File: config.mk
export PLATFORM = sky130hd
export DESIGN_NAME = dma_bus_master_flat
export DESIGN_NICKNAME = d
export VERILOG_FILES = /design/src/rtl/dma_bus_master_if.sv /design/src/rtl/dma_bus_master.sv /design/src/flat_wrapper.sv
export SDC_FILE = /design/constraint.sdc
export NUM_CORES = 1
export LEC_CHECK = 0
export BUFFER_PORTS_ARGS = -buffer_cell sky130_fd_sc_hd__buf_4
export CAP_MARGIN = 20
export CORE_UTILIZATION = 48
export DETAILED_ROUTE_END_ITERATION = 6
export PLACE_DENSITY = 0.8
export SLEW_MARGIN = 20
export SYNTH_ARGS = -nofsm -noshare
export SYNTH_HDL_FRONTEND = slang
export SYNTH_SLANG_ARGS = --single-unit
File: constraint.sdc
create_clock -name SCLK -period 2.4 [get_ports SCLK]
set_clock_uncertainty 0.2 [all_clocks]
set_input_delay 0.24 -clock SCLK [delete_from_list [all_inputs] [get_ports SCLK]]
set_output_delay 0.24 -clock SCLK [all_outputs]
set_load 0.005 [all_outputs]
File: src/rtl/dma_bus_master_if.sv
// dma_bus_master_if
//   Signal bundle between the SDMAC DMA bus initiator and its surroundings
//   (DMA FIFO/control on one side, the 68030-style system bus on the other).
//
//   Request side : REQ, REQ_RW, REQ_ADDR, WDATA  -> initiator
//                  ACK, ERR, RDATA               <- initiator
//   Bus side     : BR_, BGACK_, OWN, AS_, DS_, RW, SIZ, ADDR_OUT,
//                  DATA_OUT, DATA_OE             <- initiator
//                  BG_, BGACK_IN_, BUS_AS_, DATA_IN, DSACK_, BERR_ -> initiator
//   Debug        : dbg_state (current FSM state encoding) <- initiator
//
// Request handshake: the requester raises REQ with REQ_RW/REQ_ADDR/WDATA
// stable and holds them until exactly one of ACK or ERR pulses for one cycle;
// the transfer is complete on that pulse and RDATA (reads) is valid then.
// Dropping REQ early does not cancel a cycle already on the bus.
interface dma_bus_master_if;
  logic        REQ;
  logic        REQ_RW;
  logic [31:0] REQ_ADDR;
  logic [31:0] WDATA;
  logic        ACK;
  logic        ERR;
  logic [31:0] RDATA;

  logic        BR_;
  logic        BG_;
  logic        BGACK_IN_;
  logic        BUS_AS_;
  logic        BGACK_;
  logic        OWN;
  logic        AS_;
  logic        DS_;
  logic        RW;
  logic [1:0]  SIZ;
  logic [31:0] ADDR_OUT;
  logic [31:0] DATA_OUT;
  logic        DATA_OE;
  logic [31:0] DATA_IN;
  logic [1:0]  DSACK_;
  logic        BERR_;

  logic [3:0]  dbg_state;

  modport master (
    input  REQ, REQ_RW, REQ_ADDR, WDATA,
    output ACK, ERR, RDATA,
    output BR_, BGACK_, OWN, AS_, DS_, RW, SIZ, ADDR_OUT, DATA_OUT, DATA_OE,
    input  BG_, BGACK_IN_, BUS_AS_, DATA_IN, DSACK_, BERR_,
    output dbg_state
  );

  modport slave (
    output REQ, REQ_RW, REQ_ADDR, WDATA,
    input  ACK, ERR, RDATA,
    input  BR_, BGACK_, OWN, AS_, DS_, RW, SIZ, ADDR_OUT, DATA_OUT, DATA_OE,
    output BG_, BGACK_IN_, BUS_AS_, DATA_IN, DSACK_, BERR_,
    input  dbg_state
  );
endinterface

File: src/rtl/dma_bus_master.sv
// dma_bus_master
//   68030-style bus initiator for the SDMAC DMA engine. Arbitrates with
//   BR_/BG_/BGACK_, runs long-word read/write cycles with AS_/DS_/RW,
//   terminates on DSACK_, BERR_ or a wait-state timeout, and keeps bus
//   ownership for HOLD_CYCLES idle cycles so back-to-back requests skip
//   arbitration.
//
//   Ports:
//     SCLK  - system clock, rising edge
//     RST_  - synchronous reset, active low
//     bus   - dma_bus_master_if.master (request side, bus side, dbg_state)
//
//   All bus strobes and enables are registered: the value for the next
//   state is computed combinationally and loaded on the transition edge,
//   so each output is glitch-free and valid for the whole state.
module dma_bus_master #(
  parameter int HOLD_CYCLES = 4,
  parameter int TIMEOUT     = 255
) (
  input logic              SCLK,
  input logic              RST_,
  dma_bus_master_if.master bus
);

  typedef enum logic [3:0] {
    IDLE    = 4'd0,
    REQ_BUS = 4'd1,
    GRANT   = 4'd2,
    S_ADDR  = 4'd3,
    S_STRB  = 4'd4,
    S_WAIT  = 4'd5,
    S_END   = 4'd6,
    HOLD    = 4'd7,
    RELEASE = 4'd8
  } state_t;

  localparam int          HW        = (HOLD_CYCLES > 1) ? $clog2(HOLD_CYCLES) : 1;
  localparam logic [HW-1:0] HOLD_LAST = HW'(HOLD_CYCLES - 1);
  localparam logic [7:0]  TMO_LAST  = 8'(TIMEOUT - 1);
  localparam logic [31:0] ADDR_MASK = 32'hFFFF_FFFC;

  state_t state, state_next;

  // Two-flop synchronisers, reset to the negated (high) level.
  logic [1:0] bg_r, bgack_in_r, bus_as_r, berr_r;
  logic [1:0] dsack_r1, dsack_r2;
  logic       bg_s, bgack_in_s, bus_as_s, berr_s;
  logic [1:0] dsack_s;

  logic [7:0]    tmo_cnt;
  logic [HW-1:0] hold_cnt;

  logic          rw_q;
  logic [31:0]   addr_q, wdata_q, rdata_q;
  logic          br_q, bgack_q, own_q, as_q, ds_q, rw_out_q, oe_q, ack_q, err_q;

  logic term_ok, term_err;
  logic rw_eff, owned, in_cycle;
  logic br_d, bgack_d, own_d, as_d, ds_d, rw_out_d, oe_d;

  always_ff @(posedge SCLK) begin
    if (!RST_) begin
      bg_r       <= 2'b11;
      bgack_in_r <= 2'b11;
      bus_as_r   <= 2'b11;
      berr_r     <= 2'b11;
      dsack_r1   <= 2'b11;
      dsack_r2   <= 2'b11;
    end else begin
      bg_r       <= {bg_r[0], bus.BG_};
      bgack_in_r <= {bgack_in_r[0], bus.BGACK_IN_};
      bus_as_r   <= {bus_as_r[0], bus.BUS_AS_};
      berr_r     <= {berr_r[0], bus.BERR_};
      dsack_r1   <= bus.DSACK_;
      dsack_r2   <= dsack_r1;
    end
  end

  assign bg_s       = bg_r[1];
  assign bgack_in_s = bgack_in_r[1];
  assign bus_as_s   = bus_as_r[1];
  assign berr_s     = berr_r[1];
  assign dsack_s    = dsack_r2;

  // Next-state and next-output decode.
  always_comb begin
    state_next = state;
    term_ok    = 1'b0;
    term_err   = 1'b0;
    case (state)
      IDLE:    if (bus.REQ) state_next = REQ_BUS;
      // Take the bus only once it is granted and no other master or cycle
      // is still active on it.
      REQ_BUS: if (!bg_s && bus_as_s && bgack_in_s) state_next = GRANT;
      GRANT:   state_next = S_ADDR;
      S_ADDR:  state_next = S_STRB;
      S_STRB:  state_next = S_WAIT;
      S_WAIT: begin
        // Bus error wins over a simultaneous DSACK.
        if (!berr_s) begin
          state_next = S_END;
          term_err   = 1'b1;
        end else if (dsack_s != 2'b11) begin
          state_next = S_END;
          term_ok    = 1'b1;
        end else if (tmo_cnt == TMO_LAST) begin
          state_next = S_END;
          term_err   = 1'b1;
        end
      end
      // A new cycle may only start once the previous slave has negated its
      // termination signals, otherwise a stale DSACK would end it at once.
      S_END: begin
        if (bus.REQ && dsack_s == 2'b11 && berr_s) state_next = S_ADDR;
        else                                        state_next = HOLD;
      end
      HOLD: begin
        if (bus.REQ) begin
          if (dsack_s == 2'b11 && berr_s) state_next = S_ADDR;
        end else if (hold_cnt == HOLD_LAST) begin
          state_next = RELEASE;
        end
      end
      RELEASE: state_next = IDLE;
      default: state_next = IDLE;
    endcase

    // Direction for the coming state: freshly sampled when a cycle starts.
    rw_eff   = (state_next == S_ADDR) ? bus.REQ_RW : rw_q;
    owned    = state_next inside {GRANT, S_ADDR, S_STRB, S_WAIT, S_END, HOLD};
    in_cycle = state_next inside {S_ADDR, S_STRB, S_WAIT, S_END};

    br_d     = (state_next != REQ_BUS);
    bgack_d  = !owned;
    own_d    = owned;
    as_d     = !(state_next inside {S_STRB, S_WAIT});
    // Reads assert DS_ with AS_; writes one cycle later so data has settled.
    ds_d     = !((state_next == S_STRB && rw_eff) || state_next == S_WAIT);
    rw_out_d = in_cycle ? rw_eff : 1'b1;
    oe_d     = in_cycle && !rw_eff;
  end

  always_ff @(posedge SCLK) begin
    if (!RST_) begin
      state    <= IDLE;
      rw_q     <= 1'b1;
      addr_q   <= '0;
      wdata_q  <= '0;
      rdata_q  <= '0;
      br_q     <= 1'b1;
      bgack_q  <= 1'b1;
      own_q    <= 1'b0;
      as_q     <= 1'b1;
      ds_q     <= 1'b1;
      rw_out_q <= 1'b1;
      oe_q     <= 1'b0;
      ack_q    <= 1'b0;
      err_q    <= 1'b0;
      tmo_cnt  <= '0;
      hold_cnt <= '0;
    end else begin
      state <= state_next;
      if (state_next == S_ADDR) begin
        rw_q    <= bus.REQ_RW;
        addr_q  <= bus.REQ_ADDR & ADDR_MASK;
        wdata_q <= bus.WDATA;
      end
      if (term_ok && rw_q) rdata_q <= bus.DATA_IN;
      br_q     <= br_d;
      bgack_q  <= bgack_d;
      own_q    <= own_d;
      as_q     <= as_d;
      ds_q     <= ds_d;
      rw_out_q <= rw_out_d;
      oe_q     <= oe_d;
      ack_q    <= term_ok;
      err_q    <= term_err;
      tmo_cnt  <= (state == S_WAIT) ? tmo_cnt + 8'd1 : 8'd0;
      // Idle hold time only accumulates while no request is pending.
      if (state == HOLD && state_next == HOLD)
        hold_cnt <= bus.REQ ? hold_cnt : hold_cnt + HW'(1);
      else
        hold_cnt <= '0;
    end
  end

  assign bus.ACK       = ack_q;
  assign bus.ERR       = err_q;
  assign bus.RDATA     = rdata_q;
  assign bus.BR_       = br_q;
  assign bus.BGACK_    = bgack_q;
  assign bus.OWN       = own_q;
  assign bus.AS_       = as_q;
  assign bus.DS_       = ds_q;
  assign bus.RW        = rw_out_q;
  assign bus.SIZ       = 2'b00;
  assign bus.ADDR_OUT  = addr_q;
  assign bus.DATA_OUT  = wdata_q;
  assign bus.DATA_OE   = oe_q;
  assign bus.dbg_state = state;

endmodule
File: src/flat_wrapper.sv
// flat-port wrapper written by rule: the top's interface ports become plain ports
module dma_bus_master_flat 
#(
  parameter int HOLD_CYCLES = 4,
  parameter int TIMEOUT     = 255
)
  (SCLK, RST_, bus_REQ, bus_REQ_RW, bus_REQ_ADDR, bus_WDATA, bus_ACK, bus_ERR, bus_RDATA, bus_BR_, bus_BGACK_, bus_OWN, bus_AS_, bus_DS_, bus_RW, bus_SIZ, bus_ADDR_OUT, bus_DATA_OUT, bus_DATA_OE, bus_BG_, bus_BGACK_IN_, bus_BUS_AS_, bus_DATA_IN, bus_DSACK_, bus_BERR_, bus_dbg_state);
  dma_bus_master_if bus_i ();
  input logic SCLK;
  input logic RST_;
  input wire logic [$bits(bus_i.REQ)-1:0] bus_REQ;
  input wire logic [$bits(bus_i.REQ_RW)-1:0] bus_REQ_RW;
  input wire logic [$bits(bus_i.REQ_ADDR)-1:0] bus_REQ_ADDR;
  input wire logic [$bits(bus_i.WDATA)-1:0] bus_WDATA;
  output wire logic [$bits(bus_i.ACK)-1:0] bus_ACK;
  output wire logic [$bits(bus_i.ERR)-1:0] bus_ERR;
  output wire logic [$bits(bus_i.RDATA)-1:0] bus_RDATA;
  output wire logic [$bits(bus_i.BR_)-1:0] bus_BR_;
  output wire logic [$bits(bus_i.BGACK_)-1:0] bus_BGACK_;
  output wire logic [$bits(bus_i.OWN)-1:0] bus_OWN;
  output wire logic [$bits(bus_i.AS_)-1:0] bus_AS_;
  output wire logic [$bits(bus_i.DS_)-1:0] bus_DS_;
  output wire logic [$bits(bus_i.RW)-1:0] bus_RW;
  output wire logic [$bits(bus_i.SIZ)-1:0] bus_SIZ;
  output wire logic [$bits(bus_i.ADDR_OUT)-1:0] bus_ADDR_OUT;
  output wire logic [$bits(bus_i.DATA_OUT)-1:0] bus_DATA_OUT;
  output wire logic [$bits(bus_i.DATA_OE)-1:0] bus_DATA_OE;
  input wire logic [$bits(bus_i.BG_)-1:0] bus_BG_;
  input wire logic [$bits(bus_i.BGACK_IN_)-1:0] bus_BGACK_IN_;
  input wire logic [$bits(bus_i.BUS_AS_)-1:0] bus_BUS_AS_;
  input wire logic [$bits(bus_i.DATA_IN)-1:0] bus_DATA_IN;
  input wire logic [$bits(bus_i.DSACK_)-1:0] bus_DSACK_;
  input wire logic [$bits(bus_i.BERR_)-1:0] bus_BERR_;
  output wire logic [$bits(bus_i.dbg_state)-1:0] bus_dbg_state;
  assign bus_i.REQ = bus_REQ;
  assign bus_i.REQ_RW = bus_REQ_RW;
  assign bus_i.REQ_ADDR = bus_REQ_ADDR;
  assign bus_i.WDATA = bus_WDATA;
  assign bus_ACK = bus_i.ACK;
  assign bus_ERR = bus_i.ERR;
  assign bus_RDATA = bus_i.RDATA;
  assign bus_BR_ = bus_i.BR_;
  assign bus_BGACK_ = bus_i.BGACK_;
  assign bus_OWN = bus_i.OWN;
  assign bus_AS_ = bus_i.AS_;
  assign bus_DS_ = bus_i.DS_;
  assign bus_RW = bus_i.RW;
  assign bus_SIZ = bus_i.SIZ;
  assign bus_ADDR_OUT = bus_i.ADDR_OUT;
  assign bus_DATA_OUT = bus_i.DATA_OUT;
  assign bus_DATA_OE = bus_i.DATA_OE;
  assign bus_i.BG_ = bus_BG_;
  assign bus_i.BGACK_IN_ = bus_BGACK_IN_;
  assign bus_i.BUS_AS_ = bus_BUS_AS_;
  assign bus_i.DATA_IN = bus_DATA_IN;
  assign bus_i.DSACK_ = bus_DSACK_;
  assign bus_i.BERR_ = bus_BERR_;
  assign bus_dbg_state = bus_i.dbg_state;
  dma_bus_master #(.HOLD_CYCLES(HOLD_CYCLES), .TIMEOUT(TIMEOUT)) u_core (.SCLK(SCLK), .RST_(RST_), .bus(bus_i));
endmodule
# Word-level counts from Yosys, hierarchy flattened

Cells that the tools add are included.

Register bits after elaboration: 130
Logic and storage cells: 81
Output and inout bits: 111
Input port bits: 106

Reduce and logical (&&, ||, !) cells: 22
Eq/ne operators: 18
Add/subtract/negate cells: 2
Muxes and demuxes: 17

Operators by type and width:

| kind                                                                    | count |
|---|---|
| 4-bit by 3-bit == test with 1-bit output, second input constant         | 8 |
| 4-bit two-way mux                                                       | 8 |
| 4-bit case mux with 8 select lines                                      | 1 |
| 4-bit by 2-bit == test with 1-bit output, second input constant         | 4 |
| 1-bit logical AND                                                       | 9 |
| 8-bit by 1-bit adder with 8-bit output, second input constant           | 1 |
| 8-bit == test, second input constant                                    | 1 |
| 1-bit two-way mux                                                       | 7 |
| 2-bit AND reduction                                                     | 3 |
| 6-bit nonzero test                                                      | 1 |
| 1-bit logical NOT                                                       | 5 |
| 2-bit == test, second input constant                                    | 2 |
| 4-bit by 1-bit == test with 1-bit output, second input constant         | 1 |
| 4-bit logical NOT                                                       | 1 |
| 4-bit by 1-bit inequality test with 1-bit output, second input constant | 1 |
| 4-bit nonzero test                                                      | 1 |
| 3-bit two-way mux                                                       | 1 |
| 2-bit by 1-bit adder with 2-bit output, second input constant           | 1 |
| 2-bit inequality test, second input constant                            | 1 |
| 2-bit nonzero test                                                      | 1 |
| 1-bit logical OR                                                        | 1 |

# Depth between registers and ports, before layout

Gate-level depths: netlist of run 1.

Word-level depth: 10
Mapped depth: 9
Depth with buffers taken out: 7

# Least setup slack after synthesis of run 1

Ideal clock, no wire load.

Kind: flip-flop to flip-flop
Start point: register u_core.state[2] (netlist: u_core.bus.dbg_state[2])
End point: register u_core.addr_q[10] (netlist: u_core.bus.ADDR_OUT[10])
Stages on the path, launching flop included: 8
Data arrival time: 1.754 ns
Slack: 0.374 ns
Data required time: 2.128 ns
Period minus slack after synthesis: 2.026 ns
Path buffers: 3
Setup time: 0.072 ns
Cell sequence: dfxtp_1 -> buf_4 -> or4b_4 -> o32ai_4 -> and3_4 -> buf_12 -> buf_12 -> mux2i_1

Word-level cells in the longest chain between the ends: 5
Elaborated cells on any way between the ends: 18
Classes of those cells: eq/ne (8); mux (9); reduce/logical (1)

Ends and longest elaborated chain:

| element                                      | line                  | RTL |
|---|---|---|
| from (decl)                                  | dma_bus_master.sv:42  | `state_t state, state_next;` |
| from (signal assigned)                       | dma_bus_master.sv:162 | `state <= state_next;` |
| 4-bit two-way mux                            | dma_bus_master.sv:106 | `end else if (tmo_cnt == TMO_LAST) begin` |
| 4-bit two-way mux                            | dma_bus_master.sv:103 | `end else if (dsack_s != 2'b11) begin` |
| 4-bit two-way mux                            | dma_bus_master.sv:100 | `if (!berr_s) begin` |
| 4-bit case mux with 8 select lines (*)       | dma_bus_master.sv:90  | `case (state)` |
| 4-bit by 2-bit == test with 1-bit output (*) | dma_bus_master.sv:163 | `if (state_next == S_ADDR) begin` |
| to (signal assigned)                         | dma_bus_master.sv:165 | `addr_q <= bus.REQ_ADDR & ADDR_MASK;` |
| to (decl)                                    | dma_bus_master.sv:54  | `logic [31:0] addr_q, wdata_q, rdata_q;` |

Every way passes the cells marked *; elsewhere a longest branch is shown, timed or not.
A chain may end at the register's enable or synchronous reset.

# Final worst setup path of run 1

Start point: register u_core.state[2] (netlist: u_core.bus.dbg_state[2])
End point: register u_core.wdata_q[6] (netlist: u_core.bus.DATA_OUT[6])

Word-level cells in the longest chain between the ends: 5
Elaborated cells on any way between the ends: 18
Classes of those cells: eq/ne (8); mux (9); reduce/logical (1)

Ends and longest elaborated chain:

| element                                      | line                  | RTL |
|---|---|---|
| 4-bit two-way mux                            | dma_bus_master.sv:106 |  |
| 4-bit two-way mux                            | dma_bus_master.sv:103 |  |
| 4-bit two-way mux                            | dma_bus_master.sv:100 |  |
| 4-bit case mux with 8 select lines (*)       | dma_bus_master.sv:90  |  |
| 4-bit by 2-bit == test with 1-bit output (*) | dma_bus_master.sv:163 |  |
| to (signal assigned)                         | dma_bus_master.sv:166 | `wdata_q <= bus.WDATA;` |
| to (decl)                                    | dma_bus_master.sv:54  |  |

Marked as above.

==> results.yml, run 1 <==
global_routing:
  grt_usage: 0.293
  grt_first_pass_wirelength_mm: 25.0
  grt_max_degree: 124
  overflow: 0
  first_global_vias: 5147
  antenna_found_initial: 1
yosys:
  ys_seq_area_frac: 0.509
  ys_ff_latch: 130
  synth_top_area_cell: "dfxtp_1"
  netlist.area_leader.share: 0.509
  ys.flop_type: "dfxtp_1"
  synth_area_per_cell_um2: 9.34
  yosysWarnings: 0
  synthDistinctLibCells: 44
  netlist_area_mm2: 0.00511
  synth-edff-count: 0
  netlist_instances: 547
  async_flop_share: 0
  synth.area.top_cells: "dfxtp_1 (51%), nand2_1 (14%), mux2i_1 (12%), a21boi_1 (4.0%), buf_12 (2.7%)"
worst_setup_path:
  worstReg2RegStart: "u_core.bus.dbg_state[2]"
  ff2ff_path_depth: 6
  r2r_end: "u_core.bus.DATA_OUT[6]"
  startpoint_type: "flop"
  startpoint: "u_core.bus.dbg_state[2]"
  worst_setup_path_end_kind: "flop"
  cpMaxStageDelayCell: "dfxtp_1"
  crit_type: "flop to flop"
  cpPeakStageDelay_ps: 560
  cp.required_ps: 2630
  worstPathArrival_ps: 2450
  cp_cell_sequence: "and4bb_4 -> o211ai_1 -> o211ai_2 -> and3_4 -> buf_4 -> mux2i_1"
  path_buf_inv: 1
  r2r_slack_ps: 170
  cp.depth: 6
  cp_top_family: "simple AND/OR/NAND/NOR gates"
  path_max_fanout: 11
sta:
  setup_viol: 0
  maxSlewHeadroom: 0.660
  max_freq_mhz: 449
  rsz0062_at_grt: "false"
  drv_slew: 0
  setup_tns_ps: 0
  post-route-period-util: 0.927
  tightest_slew_ps: 510
  finalHoldViolCount: 0
  period_minus_slack_ps: 2230
hold_path:
  worstHoldStart: "u_core.dsack_r1[1]"
  hold_end: "u_core.dsack_r2[1]"
  worstHoldPathCells: 1
  holdCritPathClass: "flop to flop"
status:
  status: "finished clean"
power_and_ir_drop:
  cellPowerDensity_mw_per_mm2: 610
  ir_drop_uv: 443
  leakage_uw: 0.00356
final_layout:
  final_nets: 975
  finalNonFillerCells: 1013
  layout_commonest_cell: "buf_4"
  final_cell_mix: "buf_4 (219), nand2_1 (196), dfxtp_1 (130)"
  drive_gt1_frac: 0.291
  area_growth_pct: 64.5
detailed_routing:
  drc: 0
  wire_per_inst_um: 15.6
  drt_pass1_iterations: 6
  via_count: 5004
  routed_wl_mm: 15.8
  drt.antenna.violating_nets: 0
  drtIter0Drc: 248
  via_per_inst: 4.94
floorplanning:
  dieArea_mm2: 0.0111
  start_util: 0.495
  fp.dieH_um: 105
  core_area_mm2: 0.0103
  die_x_um: 105
  core.rowCount: 37
  design.portCount: 217
clocking:
  cts_sinks: 130
  htree_num_levels: 4
  cts_tree: "done"
  clk_latency_ps: 520
  root_buffer: "clkbuf_8"
  cts_buffers: 17
  clock_tree.buffer_depth: 2
  path_clk_slew_ps: 60
placement:
  dp_cells: 865
  place.gp.congestion: 0.782
  io_buffers: 210
  dp_hpwl_mm: 8.68
flow_run:
  drv_cap: 0
-- power breakdown --
part           leakage [µW]  internal [µW]  switching (µW)
sequential          0.00105           2190            19.7
clock              0.000275           1530             882
combinational       0.00224            322             184
total               0.00356           4040            1090
-- layer usage --
metal,vias up,track usage,part of all wire
li1,2425,-,-
met1,2327,0.304,0.39
met2,198,0.526,0.52
met3,54,0.0761,0.051
met4,0,0.179,0.039
met5,-,0,0
-- cells by family after synthesis --
logic type	count (synthesis)	synth area share
AOI/OAI and AO/OA	50	0.0754
xor gates and xnor gates	7	0.0120
adders and majority gates	3	0.00735
buffers and inverters	42	0.0590
DFF	130	0.509
muxes	64	0.126
other	1	0.000734
and+or+nand+nor	250	0.211
-- state kept, by name, indices dropped and copies added (netlist names), 4 cells and up --
| name | flops |
|---|---|
| u_core.tmo_cnt | 8 |
| u_core.bus.RDATA | 32 |
| u_core.bus.ADDR_OUT | 30 |
| u_core.bus.DATA_OUT | 32 |
| u_core.bus.dbg_state | 4 |
-- cells in the mapped netlist, types with 3 or more instances --
library cell,n
nand2b_1,16
nand2_1,196
xor2_1,6
nand4_1,3
a21oi_1,6
buf_12,7
nand3_1,5
buf_4,5
a21boi_1,27
buf_2,3
mux2i_1,63
ha_1,3
a21boi_0,6
clkbuf_1,22
o211ai_1,3
dfxtp_1,130
nor2_1,12
-- worst register-to-register path, stage by stage (launching register included) --
cell and delay, ps:
dfxtp_1 560, and4bb_4 330, o211ai_1 120, o211ai_2 130, and3_4 310, buf_4 230
mux2i_1 260
-- area by class of cell --
class                           instances  area (µm²)
Inverter                                2        7.51
Clock inverter                          7        85.1
Timing Repair Buffer                  337        2860
Fill cell                             557        1920
Tap cell                              136         170
Multi-Input combinational cell        378        2220
Sequential cell                       130        2600
Clock buffer                           21         459
Antenna cell                            2        5.00
-- metrics by stage --
stage               worst slack [ps]  hold WS [ps]  area (µm²)  utilization  power, µW
global placement                 232           192        6680        0.647       2580
finish                           174           208        8410        0.814       5130
floorplan                        374           141        5120            -       2410
global route                    46.9           232        8400        0.814       5290
detailed placement               154           197        6680        0.647       2590
CTS                             69.9           206        8370        0.811       5130
-- worst max path at each step --
stage,to,slack [ps]
floorplan,u_core.bus.ADDR_OUT[10],370
global placement,u_core.bus.DATA_OUT[13],230
detailed placement,u_core.bus.DATA_OUT[0],150
CTS,u_core.bus.DATA_OUT[29],70
global route,u_core.bus.DATA_OUT[6],50
finish,u_core.bus.DATA_OUT[6],170
-- what timing repair did --
item | in CTS | in global routing
gates resized for setup | 0 | 1
buffers inserted | 0 | 3
hold endpoints to repair | 112 | 0
hold buffers | 115 | 0
endpoints found under the setup margin | 0 | 52
No activity file was read; power rests on OpenSTA's default activity.
==> run 2: changes to the inputs <==
--- a/config.mk
+++ b/config.mk
@@ -10,6 +10,7 @@
 export CORE_UTILIZATION = 48
 export DETAILED_ROUTE_END_ITERATION = 6
 export PLACE_DENSITY = 0.8
+export RECOVER_POWER = 100
 export SLEW_MARGIN = 20
 export SYNTH_ARGS = -nofsm -noshare
 export SYNTH_HDL_FRONTEND = slang
==> results.yml, run 2 (synthesized netlist as in run 1, its figures left out) <==
floorplanning:
  core_area_mm2: 0.0103
  fp.dieH_um: 105
  start_util: 0.495
  dieArea_mm2: 0.0111
  core.rowCount: 37
  design.portCount: 217
  die_x_um: 105
status:
  status: "finished clean"
sta:
  tightest_slew_ps: 656
  post-route-period-util: 0.931
  maxSlewHeadroom: 0.562
  finalHoldViolCount: 0
  hold_slack_ps: 208
  max_freq_mhz: 448
  drv_slew: 0
  setup_viol: 0
  period_minus_slack_ps: 2230
  rsz0062_at_grt: "false"
  setup_tns_ps: 0
detailed_routing:
  via_per_inst: 4.92
  drt.antenna.violating_nets: 0
  drc: 0
  wire_per_inst_um: 15.6
  top_layer_used: "met4"
  drt_pass1_iterations: 5
  m1WireLength_mm: 6.10
  via_count: 4987
  wl_met2_mm: 8.17
  wl_met3_um: 832
  drtIter0Drc: 203
  routed_wl_mm: 15.8
clocking:
  root_buffer: "clkbuf_8"
  clock_tree.buffer_depth: 2
  cts_tree: "done"
  cts_buffers: 17
  cts_sinks: 130
  htree_num_levels: 4
  path_clk_slew_ps: 60
  clk_latency_ps: 510
placement:
  place.gp.congestion: 0.782
  io_buffers: 210
  dp_hpwl_mm: 8.68
  dp_cells: 865
final_layout:
  layout_commonest_cell: "nand2_1"
  drive_gt1_frac: 0.257
  area_growth_pct: 62.2
  num-fill-cells: 602
  final_nets: 975
  finalNonFillerCells: 1013
  final_cell_mix: "nand2_1 (196), dfxtp_1 (130), dlygate4sd3_1 (115)"
power_and_ir_drop:
  p_clk_frac: 0.470
  leakage_uw: 0.00338
  p_total_uw: 5110
  power_switching_share: 0.212
  combPwrFrac: 0.097
  cellPowerDensity_mw_per_mm2: 617
  ir_drop_uv: 443
  p_seq_frac: 0.432
  p_int_uw: 4030
  power_switching_uw: 1080
flow_run:
  drv_cap: 0
worst_setup_path:
  worst_setup_path_end_kind: "flop"
  worstPathArrival_ps: 2460
  crit_type: "flop to flop"
  startpoint_type: "flop"
  r2r_slack_ps: 170
  path_max_fanout: 9
  cp.required_ps: 2630
global_routing:
  grt_max_degree: 124
  grt_first_pass_wirelength_mm: 25.0
  grt_usage: 0.293
  antenna_found_initial: 1
  overflow: 0
  first_global_vias: 5147
hold_path:
  holdCritPathClass: "flop to flop"
-- run 2: cell count changes in the layout (fill, tap and decap cells not counted) --
cell / before / now
buf_4: 219 / 108
clkbuf_4: 0 / 78
clkbuf_1: 1 / 30
a21boi_0: 6 / 30
a21boi_1: 27 / 3
clkbuf_2: 0 / 3
buf_1: 0 / 1
-- run 2: metrics by stage --
step | cell area (µm²) | util | setup slack [ps]
after global routing | 8280 | 0.802 | 51.5
after global placement | 6680 | 0.647 | 232
final | 8290 | 0.803 | 166
after CTS | 8370 | 0.811 | 69.9
after detailed placement | 6680 | 0.647 | 154
after floorplan | 5120 | - | 374
-- run 2: path summary, 6_finish.rpt --
check | startpoint | to | cells after the start
worst min register to register | u_core.dsack_r1[1] | u_core.dsack_r2[1] | 1
worst max register to register | u_core.bus.dbg_state[0] | u_core.bus.DATA_OUT[6] | 5
worst max-delay path | u_core.bus.dbg_state[0] | u_core.bus.DATA_OUT[6] | 5
worst min-delay path | u_core.dsack_r1[1] | u_core.dsack_r2[1] | 1
-- run 2: critical path, stage by stage (launching register included) --
cell	delay [ps]
dfxtp_1	500
or4b_4	520
o32ai_4	120
and3_4	310
buf_4	220
mux2i_1	260
-- run 2: final cells by class --
class	instances	area (µm²)	area share
diodes	2	5.00	0.000604
clock buffers	21	459	0.0554
clock inverters	7	85.1	0.0103
inverters	2	7.51	0.000906
multi-input cells	378	2220	0.268
flip-flops and latches	130	2600	0.314
well taps	136	170	0.0205
repair buffers	337	2740	0.330
-- run 2: metal layers --
metal  up-vias  global-route usage
met5         -                   0
met4         0               0.179
met3        58              0.0761
met2       204               0.526
met1      2304               0.304
li1       2421                   -
-- run 2: power groups by stage --
stage | clock (µW) | combinational [µW] | sequential [µW]
global route | 2540 | 529 | 2210
floorplan | 0 | 155 | 2250
CTS | 2430 | 486 | 2210
finish | 2410 | 497 | 2210
detailed placement | 0 | 331 | 2260
global placement | 0 | 323 | 2250
-- run 2: timing repair --
item                                    CTS  global route
hold endpoints to repair                112             0
hold buffers                            115             0
gates resized for setup                   0             1
setup buffers                             0             3
endpoints found under the setup margin    0            52
